## config.mk

```make
export PLATFORM = sky130hd
export DESIGN_NAME = fwd_hazard_scoreboard
export DESIGN_NICKNAME = d
export VERILOG_FILES = /design/src/rtl/fwd_hazard_scoreboard.sv
export SDC_FILE = /design/constraint.sdc
export NUM_CORES = 1
export LEC_CHECK = 0
export BUFFER_PORTS_ARGS = -buffer_cell sky130_fd_sc_hd__buf_2
export CAP_MARGIN = 20
export CORE_UTILIZATION = 31
export DETAILED_ROUTE_END_ITERATION = 6
export RECOVER_POWER = 50
export REMOVE_ABC_BUFFERS = 1
export SLEW_MARGIN = 20
export SYNTH_ARGS = -nofsm -noshare
export SYNTH_HDL_FRONTEND = slang
export SYNTH_HIERARCHICAL = 1
export SYNTH_SLANG_ARGS = --single-unit
```

## constraint.sdc

```tcl
create_clock -name clk -period 1.7 [get_ports clk]
set_input_delay 0.17 -clock clk [delete_from_list [all_inputs] [get_ports clk]]
set_output_delay 0.17 -clock clk [all_outputs]
set_load 0.01 [all_outputs]
```

## src/rtl/fwd_hazard_scoreboard.sv

```systemverilog
// Operand forwarding, load-use detection and long-latency write scoreboard merged into one stall.
// Define HAZARD_PERF_EN to add perf_clear / stall_cycles (saturating stall-cycle counter).

module fwd_src_lane #(
    parameter int REG_ADDR_W = 5,
    parameter int NUM_STAGES = 2,
    parameter int SB_DEPTH   = 4,
    parameter int FS_W       = 2
) (
    input  logic [NUM_STAGES-1:0][REG_ADDR_W-1:0] i_stage_rd,
    input  logic [NUM_STAGES-1:0]                 i_stage_regwrite,
    input  logic [NUM_STAGES-1:0]                 i_stage_data_valid,
    input  logic [REG_ADDR_W-1:0]                 i_src_addr,
    input  logic                                  i_src_used,
    input  logic [SB_DEPTH-1:0]                   i_sb_vld,
    input  logic [SB_DEPTH-1:0][REG_ADDR_W-1:0]   i_sb_rd,
    output logic [FS_W-1:0]                       o_fwd_sel,
    output logic                                  o_stall
);
    logic [FS_W-1:0] w_sel;
    logic            w_dv;
    logic            w_sb_hit;

    // Scan oldest to youngest so the youngest match overwrites; no fall-through past it.
    always_comb begin
        w_sel = '0;
        w_dv  = 1'b1;
        for (int k = NUM_STAGES - 1; k >= 0; k--) begin
            if (i_stage_regwrite[k] && (i_stage_rd[k] != '0) && (i_stage_rd[k] == i_src_addr)) begin
                w_sel = FS_W'(k + 1);
                w_dv  = i_stage_data_valid[k];
            end
        end
    end

    always_comb begin
        w_sb_hit = 1'b0;
        for (int e = 0; e < SB_DEPTH; e++) begin
            if (i_sb_vld[e] && (i_sb_rd[e] == i_src_addr)) w_sb_hit = 1'b1;
        end
    end

    assign o_fwd_sel = i_src_used ? w_sel : '0;
    assign o_stall   = i_src_used && (((w_sel != '0) && !w_dv) || w_sb_hit);
endmodule

module fwd_hazard_scoreboard #(
    parameter int REG_ADDR_W = 5,
    parameter int NUM_SRC    = 2,
    parameter int NUM_STAGES = 2,
    parameter int SB_DEPTH   = 4,
    parameter int LAT_W      = 4,
    localparam int FS_W      = $clog2(NUM_STAGES + 1)
) (
    input  logic                                  clk,
    input  logic                                  rst,
    input  logic [NUM_STAGES-1:0][REG_ADDR_W-1:0] stage_rd,
    input  logic [NUM_STAGES-1:0]                 stage_regwrite,
    input  logic [NUM_STAGES-1:0]                 stage_data_valid,
    input  logic [NUM_SRC-1:0][REG_ADDR_W-1:0]    src_addr,
    input  logic [NUM_SRC-1:0]                    src_used,
    output logic [NUM_SRC-1:0][FS_W-1:0]          fwd_sel,
    input  logic                                  issue_valid,
    input  logic [REG_ADDR_W-1:0]                 issue_rd,
    input  logic [LAT_W-1:0]                      issue_lat,
    output logic                                  issue_ready,
    input  logic                                  flush,
    output logic                                  stall,
`ifdef HAZARD_PERF_EN
    input  logic                                  perf_clear,
    output logic [31:0]                           stall_cycles,
`endif
    output logic                                  sb_busy
);
    logic [SB_DEPTH-1:0]                 r_sb_vld;
    logic [SB_DEPTH-1:0][REG_ADDR_W-1:0] r_sb_rd;
    logic [SB_DEPTH-1:0][LAT_W-1:0]      r_sb_cnt;

    logic [NUM_SRC-1:0][FS_W-1:0] w_lane_sel;
    logic [NUM_SRC-1:0]           w_lane_stall;
    logic                         w_has_free;
    logic                         w_alloc;
    logic [SB_DEPTH-1:0]          w_alloc_oh;
    logic                         w_stall;

    for (genvar g = 0; g < NUM_SRC; g++) begin : g_lane
        fwd_src_lane #(
            .REG_ADDR_W (REG_ADDR_W),
            .NUM_STAGES (NUM_STAGES),
            .SB_DEPTH   (SB_DEPTH),
            .FS_W       (FS_W)
        ) u_lane (
            .i_stage_rd         (stage_rd),
            .i_stage_regwrite   (stage_regwrite),
            .i_stage_data_valid (stage_data_valid),
            .i_src_addr         (src_addr[g]),
            .i_src_used         (src_used[g]),
            .i_sb_vld           (r_sb_vld),
            .i_sb_rd            (r_sb_rd),
            .o_fwd_sel          (w_lane_sel[g]),
            .o_stall            (w_lane_stall[g])
        );
    end

    // Free space is judged on current state only; an entry retiring this cycle is still full.
    assign w_has_free = !(&r_sb_vld);
    assign w_alloc_oh = ~r_sb_vld & (r_sb_vld + SB_DEPTH'(1));
    assign w_alloc    = issue_valid && w_has_free && (issue_rd != '0) && (issue_lat != '0);

    always_ff @(posedge clk) begin
        if (rst) begin
            r_sb_vld <= '0;
            r_sb_rd  <= '0;
            r_sb_cnt <= '0;
        end else if (flush) begin
            r_sb_vld <= '0;
        end else begin
            for (int e = 0; e < SB_DEPTH; e++) begin
                if (w_alloc && w_alloc_oh[e]) begin
                    r_sb_vld[e] <= 1'b1;
                    r_sb_rd[e]  <= issue_rd;
                    r_sb_cnt[e] <= issue_lat;
                end else if (r_sb_vld[e]) begin
                    r_sb_cnt[e] <= r_sb_cnt[e] - LAT_W'(1);
                    if (r_sb_cnt[e] == LAT_W'(1)) r_sb_vld[e] <= 1'b0;
                end
            end
        end
    end

    assign w_stall     = |w_lane_stall;
    assign stall       = !rst && w_stall;
    assign fwd_sel     = rst ? '0 : w_lane_sel;
    assign issue_ready = !rst && w_has_free;
    assign sb_busy     = !rst && (|r_sb_vld);

`ifdef HAZARD_PERF_EN
    logic [31:0] r_stall_cycles;

    always_ff @(posedge clk) begin
        if (rst || perf_clear) r_stall_cycles <= '0;
        else if (stall && (r_stall_cycles != 32'hFFFF_FFFF)) r_stall_cycles <= r_stall_cycles + 32'd1;
    end

    assign stall_cycles = r_stall_cycles;
`endif
endmodule

```

==> impl_metrics.tcl <==
set metrics [dict create \
    status "complete, but fails checks" \
    failed_checks "setup timing" \
    fin_crit_ns 1.97 \
    cp_cell_sequence "xor2_1, nor4_1, nand3_1, a41oi_2, a211o_1, nor2_1, nor2_1, buf_2" \
    stdcell_area_um2 3900 \
    root_buffer "clkbuf_8" \
    drv_slew 0 \
    synth_area_leader_cell "dfxtp_1" \
    wl_per_cell_um 15.6 \
    required_ns 1.53 \
    placedCellCount 564 \
    worstSetupEndpointType "primary output" \
    coreArea_um2 9860 \
    netlist_instances 368 \
    tns_ns -0.674 \
    drv_cap 0 \
    vias 2944 \
    drcViolationCount 0 \
    dominantRegCellSynth "dfxtp_1" \
    initial_utilization_pct 32.3 \
    max_slew.worst_pin.slew_ns 0.808 \
    worstPathArrival_ns 1.80 \
    synth-edff-count 0 \
    syn_to_final_growth_pct 22.4 \
    synth_area_leaders "dfxtp_1, xor2_1, xnor2_1, mux2i_1, nor2_1" \
    wl_met3_um 349 \
    hp-class "in -> reg" \
    layout_setup_ws_ns -0.274 \
    grt-ovfl-total 0 \
    rsz0062_at_grt "yes" \
    comb_power_share_pct 23.9 \
    antennaDiodeCount 0 \
    p_total_uw 2160 \
    power.density_nw_per_um2 553 \
    timing.hold.ws_ns 0.274 \
    max-vdd-ir-drop_v 0.000293 \
    clk_latency_ns 0.29 \
    h-tree-depth 2 \
    ys_async_sr_fraction_pct 0 \
    route.antenna.remaining_nets 0 \
    period_share_pct 116 \
    power.leakage_uw 0.00160 \
    clock_path_buffers 2 \
    yosys_warnings 6 \
    dpl_cell_area_um2 3780 \
    worstSetupPathType "reg -> out" \
    synth_most_common_cell "dfxtp_1" \
    clock-sinks 40 \
    drt_first_iter_violations 128 \
    synth.cell_area_um2 3190 \
    drt_pass1_iterations 4 \
    fp.dieW_um 103 \
    synth-seq-area-share_pct 25.1 \
    grt_use_total_pct 17.7 \
    switchingPower_uw 643 \
    final_nets 485 \
    critPathLaunchType "register" \
    ys_ff_latch 40 \
    synth_top_area_share_pct 25.1 \
    ios 46 \
    ys_top_cells_by_count "dfxtp_1, xor2_1, nor2_1, xnor2_1, inv_1" \
    slowest_stage "dfxtp_2" \
    setup-violations-final 8 \
    ys_types 63 \
    drive_above_1_share_pct 31.4 \
    fmax_ghz 0.507 \
    first_global_vias 2969 \
    crit_top_cell "nor2_1" \
    crit_fanout 3 \
    die_area_um2 10700 \
    hold_viol 0 \
    cts_tree "done" \
    synth.avg_cell_area_um2 8.66 \
    dp_hpwl_um 6930 \
    wl_met1_um 4180 \
    fin_cells 572 \
    nFillCells 1020 \
    io_buffers 45 \
    seqPwrFrac_pct 45.6 \
    cpPeakStageDelay_ns 0.35 \
    routabilityCongestion 0.861 \
    clk_pin_slew_worst_paths_ns 0.08 \
    grt_max_degree 41 \
    fin_skew_ns 0.00385 \
    die_y_um 103 \
    p_sw_share_pct 29.8 \
    avgViaCountPerCell 5.15 \
    wl_met2_um 4340 \
    drt-total-wl_um 8950 \
    maxSlewHeadroom_pct 46.1 \
    grt_pass1_wl_um 14600 \
    dr.max_layer_used "met4" \
    num_rows 36 \
    p_int_uw 1510 \
    cts_buffers 5 \
    clkPwrFrac_pct 30.5 \
    antenna_found_initial 0 \
]
## cells in the final DEF, fill, tap and decap left out, types with 16 or more instances in the layout
master / count
nor2_1: 30
dfxtp_1: 27
a21oi_1: 16
buf_4: 32
buf_2: 45
inv_1: 23
xnor2_1: 23
xor2_1: 28
mux2i_1: 21
nand2_1: 17
## power groups by stage
stage	clock, µW	sequential [µW]	combinational [µW]
floorplan	0	1000	240
global placement	0	1000	499
detailed placement	0	1000	509
CTS	689	983	516
global route	713	986	562
finish	657	983	516
## final timing paths
path	start	end	slack, ns	cells past startpoint
worst min-delay path	issue_lat[1]	r_sb_cnt[5]	0.27	3
worst min register to register	r_sb_cnt[3]	r_sb_cnt[3]	0.50	2
worst max-delay path	r_sb_rd[0]	stall	-0.27	8
worst max register to register	r_sb_vld[1]	r_sb_cnt[10]	0.08	4
## area by class of cell
cell class              count  area, µm²  share of cell area [%]
multi-input cells         281       2200                    56.4
inverters                  23       86.3                    2.21
well taps                 133        166                    4.27
clock buffers               6       82.6                    2.12
flip-flops and latches     40        817                    20.9
repair buffers             87        539                    13.8
clock inverters             2       10.0                   0.257
## per-stage QoR
stage	util, %	setup slack [ns]
finish	39.5	-0.274
detailed placement	38.3	-0.168
floorplan	-	-0.0167
global route	39.5	-0.386
global placement	38.3	-0.157
CTS	39.8	-0.255
## flip-flops by register name (all words and copies together), names as in the netlist
register	count
r_sb_rd	20
r_sb_cnt	16
r_sb_vld	4
## cell families after synthesis
| logic type | synth area share [%] |
|---|---|
| compound gates | 22.9 |
| mux | 6.60 |
| fa+ha+maj | 3.14 |
| simple gates | 19.1 |
| xor+xnor | 15.7 |
| flops | 25.1 |
| buf+inv | 7.46 |
## repair_timing
item,in CTS,in global routing
buffers inserted,0,0
endpoints found under the setup margin,1,8
resized for setup,14,13
hold buffers,0,0
pin swaps,15,7
## routing by layer
layer / track usage, % / vias up
met1: 22.2 / 1396
li1: - / 1463
met4: 4.98 / 0
met5: 0 / -
met3: 1.61 / 6
met2: 32.1 / 79
## worst max-delay path: cells and delay by family (launching register included)
family          cells  cell delay, ns
buf+inv             1            0.15
simple gates        4            0.55
compound gates      2            0.33
xor+xnor            1            0.15
flops               1            0.35
No activity file was read; power rests on OpenSTA's default activity.
